`src/rtl/debug_frame_tx_if.sv`:
```
// Byte stream from the debug frame packer to the UART transmitter.
interface debug_frame_tx_if;
  logic       tx_valid;
  logic [7:0] tx_data;
  logic       tx_ready;

  modport master (output tx_valid, output tx_data, input tx_ready);
  modport slave  (input tx_valid, input tx_data, output tx_ready);
endinterface

```
`src/rtl/debug_frame_tx.sv`:
```
// Debug frame transmitter: captures a wide snapshot into a shadow register and
// streams it byte-serially as HEADER, payload bytes LSB-first, optional XOR checksum.
module debug_frame_tx #(
  parameter int unsigned N_BITS      = 1208,
  parameter logic [7:0]  HEADER      = 8'hA5,
  parameter bit          CHECKSUM_EN = 1'b1,
  parameter int unsigned CNT_W       = 8
) (
  input  logic              clk,
  input  logic              reset,
  input  logic              snap_req,
  input  logic [N_BITS-1:0] frame_in,
  input  logic              abort,
  debug_frame_tx_if.master  tx,
  output logic              busy,
  output logic              done,
  output logic              overrun
);

  localparam int unsigned N_BYTES  = (N_BITS + 7) / 8;
  localparam int unsigned PAD_W    = 8 * N_BYTES;
  localparam logic [CNT_W-1:0] LAST_IDX = CNT_W'(N_BYTES - 1);

  typedef enum logic [2:0] {
    ST_IDLE,
    ST_HDR,
    ST_PAY,
    ST_CHK,
    ST_DONE
  } state_t;

  state_t           state;
  logic [PAD_W-1:0] shadow;
  logic [CNT_W-1:0] idx;
  logic [7:0]       chk;
  logic [7:0]       cur_byte;
  logic [7:0]       nxt_byte;
  logic             xfer;

  // Payload byte currently offered and the one following it.
  always_comb begin
    cur_byte = 8'(shadow >> {idx, 3'b000});
    nxt_byte = 8'(shadow >> {idx + CNT_W'(1), 3'b000});
    xfer     = tx.tx_valid && tx.tx_ready;
  end

  // Frame sequencer with registered stream and status outputs.
  always_ff @(posedge clk or posedge reset) begin
    if (reset) begin
      state       <= ST_IDLE;
      tx.tx_valid <= 1'b0;
      tx.tx_data  <= 8'h00;
      busy        <= 1'b0;
      done        <= 1'b0;
      overrun     <= 1'b0;
      shadow      <= '0;
      idx         <= '0;
      chk         <= 8'h00;
    end else begin
      done    <= 1'b0;
      overrun <= 1'b0;
      case (state)
        ST_IDLE, ST_DONE: begin
          if (snap_req) begin
            shadow      <= PAD_W'(frame_in);
            idx         <= '0;
            chk         <= 8'h00;
            state       <= ST_HDR;
            tx.tx_valid <= 1'b1;
            tx.tx_data  <= HEADER;
            busy        <= 1'b1;
          end else begin
            state <= ST_IDLE;
          end
        end
        default: begin
          // A request while a frame is in flight is dropped and flagged.
          if (snap_req) begin
            overrun <= 1'b1;
          end
          if (abort) begin
            state       <= ST_IDLE;
            tx.tx_valid <= 1'b0;
            busy        <= 1'b0;
          end else if (xfer) begin
            case (state)
              ST_HDR: begin
                state      <= ST_PAY;
                tx.tx_data <= shadow[7:0];
              end
              ST_PAY: begin
                chk <= chk ^ cur_byte;
                if (idx != LAST_IDX) begin
                  idx        <= idx + CNT_W'(1);
                  tx.tx_data <= nxt_byte;
                end else if (CHECKSUM_EN) begin
                  state      <= ST_CHK;
                  tx.tx_data <= chk ^ cur_byte;
                end else begin
                  state       <= ST_DONE;
                  tx.tx_valid <= 1'b0;
                  busy        <= 1'b0;
                  done        <= 1'b1;
                end
              end
              ST_CHK: begin
                state       <= ST_DONE;
                tx.tx_valid <= 1'b0;
                busy        <= 1'b0;
                done        <= 1'b1;
              end
              default: begin
                state <= ST_IDLE;
              end
            endcase
          end
        end
      endcase
    end
  end

endmodule
```
`src/flat_wrapper.sv`:
```
// flat-port wrapper written by rule: the top's interface ports become plain ports
module debug_frame_tx_flat 
#(
  parameter int unsigned N_BITS      = 1208,
  parameter logic [7:0]  HEADER      = 8'hA5,
  parameter bit          CHECKSUM_EN = 1'b1,
  parameter int unsigned CNT_W       = 8
)
  (clk, reset, snap_req, frame_in, abort, busy, done, overrun, tx_tx_valid, tx_tx_data, tx_tx_ready);
  debug_frame_tx_if tx_i ();
  input  logic clk;
  input  logic reset;
  input  logic snap_req;
  input  logic [N_BITS-1:0] frame_in;
  input  logic abort;
  output logic busy;
  output logic done;
  output logic overrun;
  output wire logic [$bits(tx_i.tx_valid)-1:0] tx_tx_valid;
  output wire logic [$bits(tx_i.tx_data)-1:0] tx_tx_data;
  input wire logic [$bits(tx_i.tx_ready)-1:0] tx_tx_ready;
  assign tx_tx_valid = tx_i.tx_valid;
  assign tx_tx_data = tx_i.tx_data;
  assign tx_i.tx_ready = tx_tx_ready;
  debug_frame_tx #(.N_BITS(N_BITS), .HEADER(HEADER), .CHECKSUM_EN(CHECKSUM_EN), .CNT_W(CNT_W)) u_core (.clk(clk), .reset(reset), .snap_req(snap_req), .frame_in(frame_in), .abort(abort), .tx(tx_i), .busy(busy), .done(done), .overrun(overrun));
endmodule
```
`config.mk`:
```
export PLATFORM = sky130hd
export DESIGN_NAME = debug_frame_tx_flat
export DESIGN_NICKNAME = d
export VERILOG_FILES = /design/src/rtl/debug_frame_tx_if.sv /design/src/rtl/debug_frame_tx.sv /design/src/flat_wrapper.sv
export SDC_FILE = /design/constraint.sdc
export NUM_CORES = 2
export LEC_CHECK = 0
export CORE_AREA = 2 2 478 480
export DETAILED_ROUTE_END_ITERATION = 12
export DIE_AREA = 0 0 480 482
export GPL_TIMING_DRIVEN = 0
export HOLD_SLACK_MARGIN = 0.08
export PLACE_DENSITY = 0.54
export SETUP_SLACK_MARGIN = 0.5
export SLEW_MARGIN = 20
export SYNTH_ARGS = -nofsm -noshare
export SYNTH_HDL_FRONTEND = slang
export SYNTH_SLANG_ARGS = --single-unit
```
`constraint.sdc`:
```
create_clock -name clk -period 128.6 [get_ports clk]
set_input_delay 19.29 -clock clk [delete_from_list [all_inputs] [get_ports clk]]
set_output_delay 19.29 -clock clk [all_outputs]
set_load 0.05 [all_outputs]
```
==> results.ini <==
[power_and_ir_drop]
p_seq_share_pct = 38.8
pwr_density_cell_mw_per_mm2 = 23.0
p_total_mw = 2.05
p_int_mw = 1.15
switchingPower_uw = 907
clkPwrFrac_pct = 21.9
switching_share_pct = 44.2
ir_worst_vdd_mv = 0.0111
leakagePower_nw = 40.6
p_comb_share_pct = 39.2

[clocking]
clock_latency_ps = 880
cts.sinks = 1238
htreeDepth = 4
cts_root_buffer = clkbuf_16
cts_tree = yes
postCtsHoldBufs = 0
cts_resized = 0
clkTransAtPathRegs_ps = 60
numCtsBuffers = 148
post_cts_buffers = 0
max-clock-path-buffers = 3

[synthesis]
ys_ff_latch = 1238
yosysSeqAreaShare_pct = 46.2
synth-async-reset-ratio_pct = 100
netlist_area_mm2 = 0.0670
yosysWarnings = 0
synth_nets = 8176
avgSynthCellArea_um2 = 9.63
synthCells = 6961
synth_ff_type = dfrtp_1
synth_edf_count = 0
ys_types = 81

[detailed_routing]
drt_wl_total_um = 503000
drt_iter0_drc = 11700
dr.pass1.iters = 8
wl_per_cell_um = 43.7
vias = 69200
vias_per_cell = 6.01
ant_nets = 0
drc = 0

[layout]
layout.nets = 9584
syn_to_final_growth_pct = 32.9
drive_gt1_share_pct = 13.5

[sta]
rsz0062_at_grt = no
setup_viol = 0
fin_skew_ps = 37.8
finalHoldViolCount = 0
fmax_ghz = 0.0454
max_slew_margin_pct = 2.76
period_share_pct = 17.1
drv_slew = 0
timing.setup.tns_ps = 0
worst_pin_slew_ps = 1460
finalCriticalPeriod_ps = 22040

[place]
hpwl_um = 391000
place.gp.congestion = 1.02
numPortBuffers = 1223

[critical_path]
cp.required_ps = 129390
r2r_end = u_core.tx.tx_data[6]
start_kind = primary input
path_max_fanout = 10
crit-reg2reg-launch = u_core.idx[0]
cp.arrival_ps = 22840
crit_path_end_kind = register
ff2ff_setup_slack_ps = 119950
rr_worst_depth = 19
critical_path_class = in -> reg

[grt]
grt_pass1_wl_um = 640000
antenna_found_initial = 70
track_usage_pct = 42.5
grt_max_degree = 106
grt_pass1_vias = 65400
overflow = 0

[floorplanning]
fp.coreArea_mm2 = 0.226
initial_utilization_pct = 29.6
fp-row-count = 175
die_area_mm2 = 0.231
fp.dieH_um = 482
ios = 1225
die_x_um = 480

[worst_hold_path]
min_to = u_core.shadow[84]
hold_class = reg -> reg
holdPathStages = 2
worstHoldStart = u_core.shadow[84]

[outcome]
status = complete, no violations

[run]
cap_violations = 0

kinds of logic (layout without fill, tap and decap cells):
| logic type | Yosys count | after routing | synth area share (%) |
|---|---|---|---|
| AND/OR/NAND/NOR | 4125 | 4125 | 23.7 |
| flip-flops | 1238 | 1238 | 46.2 |
| multiplexers | 741 | 741 | 22.6 |
| buffers and inverters | 514 | 2041 | 3.80 |
| AO/OA/AOI/OAI | 329 | 329 | 3.46 |
| XOR/XNOR | 12 | 12 | 0.224 |
| adder cells (fa/ha/maj) | 2 | 2 | 0.0373 |
| other | 0 | 22 | 0 |
power by group through the flow:
stage / Sequential [mW] / Clock, mW / Combinational, mW
after detailed placement: 0.781 / 0 / 0.771
final: 0.797 / 0.450 / 0.805
after floorplan: 0.682 / 0 / 0.447
after global placement: 0.775 / 0 / 0.762
after CTS: 0.778 / 0.450 / 0.777
after global routing: 0.801 / 0.465 / 0.836
registers in the layout (all words and copies together) (netlist names):
name	cells
u_core.chk	8
u_core.done	1
u_core.idx	8
u_core.overrun	1
u_core.shadow	1208
u_core.state	3
u_core.tx.tx_data	8
u_core.tx.tx_valid	1
stage by stage:
stage                     setup WS, ps  hold slack (ps)  cells  utilization [%]  instance area, um2
after floorplan                  74430              451   6961                -               67000
after global placement           58060              473  11200             36.7               83000
after detailed placement        105990              481  11200             37.1               84000
after CTS                       106800              496  11500             39.3               89000
after global routing            106520              512  11500             39.3               89000
final                           106560              497  11500             39.4               89100
cell usage after synthesis, drive strengths merged, types with 5 or more instances:
cell | number | area, um2
nand2 | 3871 | 14500
dfrtp | 1238 | 31000
mux4 | 614 | 13800
clkbuf | 326 | 1220
buf | 183 | 1300
mux2i | 98 | 981
nor2 | 77 | 289
nand3 | 64 | 325
o21ai | 63 | 315
a21oi | 54 | 278
a22oi | 31 | 233
mux2 | 29 | 327
a311oi | 22 | 199
and3 | 20 | 125
a221oi | 19 | 166
a31oi | 17 | 106
o22ai | 16 | 100
nor3 | 15 | 75.1
o211ai | 15 | 113
a211oi | 14 | 105
and2 | 14 | 87.6
nand2b | 13 | 81.3
nand4 | 12 | 75.1
o221ai | 11 | 96.3
nor2b | 9 | 56.3
a2111oi | 8 | 82.6
xnor2 | 8 | 96.4
a22o | 6 | 52.6
nor4 | 6 | 37.5
o21a | 6 | 45.0
a221o | 5 | 50.1
cell type report:
class,count,area (um2)
Inverter,5,26.3
Multi-Input combinational cell,5209,33600
Clock inverter,47,694
Sequential cell,1238,31000
Clock buffer,222,4380
Timing Repair Buffer,1258,13100
Buffer,509,2590
Tap cell,3009,3760
Fill cell,22700,137000
Antenna cell,22,55.1
worst max path at each step:
stage	from	end	slack (ps)	cells past startpoint
detailed placement	reset	u_core.shadow[125]	105990	7
CTS	u_core.tx.tx_valid	busy	106800	1
global route	reset	u_core.shadow[105]	106520	7
global placement	reset	u_core.shadow[125]	58060	2
floorplan	reset	u_core.chk[0]	74430	1
finish	snap_req	u_core.shadow[834]	106560	8
per-layer routing:
metal,wire (um),track usage (%)
met5,492,0.408
met2,206000,60.1
met3,69500,17.2
met4,40400,28.0
met1,186000,53.2
worst max-delay path, cell delays in order:
cell      delay [ps]
clkbuf_1         510
and2_1           230
clkbuf_1         140
clkbuf_4         640
clkbuf_1         770
clkbuf_1         830
nand2_1          270
nand2_1          110
layout by cell type (no fill, tap or decap), drive strengths merged, types with 16 or more instances in the layout:
cell and count:
and3 20, a21oi 54, buf 218, a311oi 22, clkinv 28, mux2i 98
clkbuf 548, o21ai 63, diode 22, clkdlybuf4s50 1223, nand2 3871, mux2 29
nand3 64, nor2 77, dfrtp 1238, o22ai 16, a221oi 19, a22oi 31
mux4 614, a31oi 17
Power figures use the tool's default switching activity.
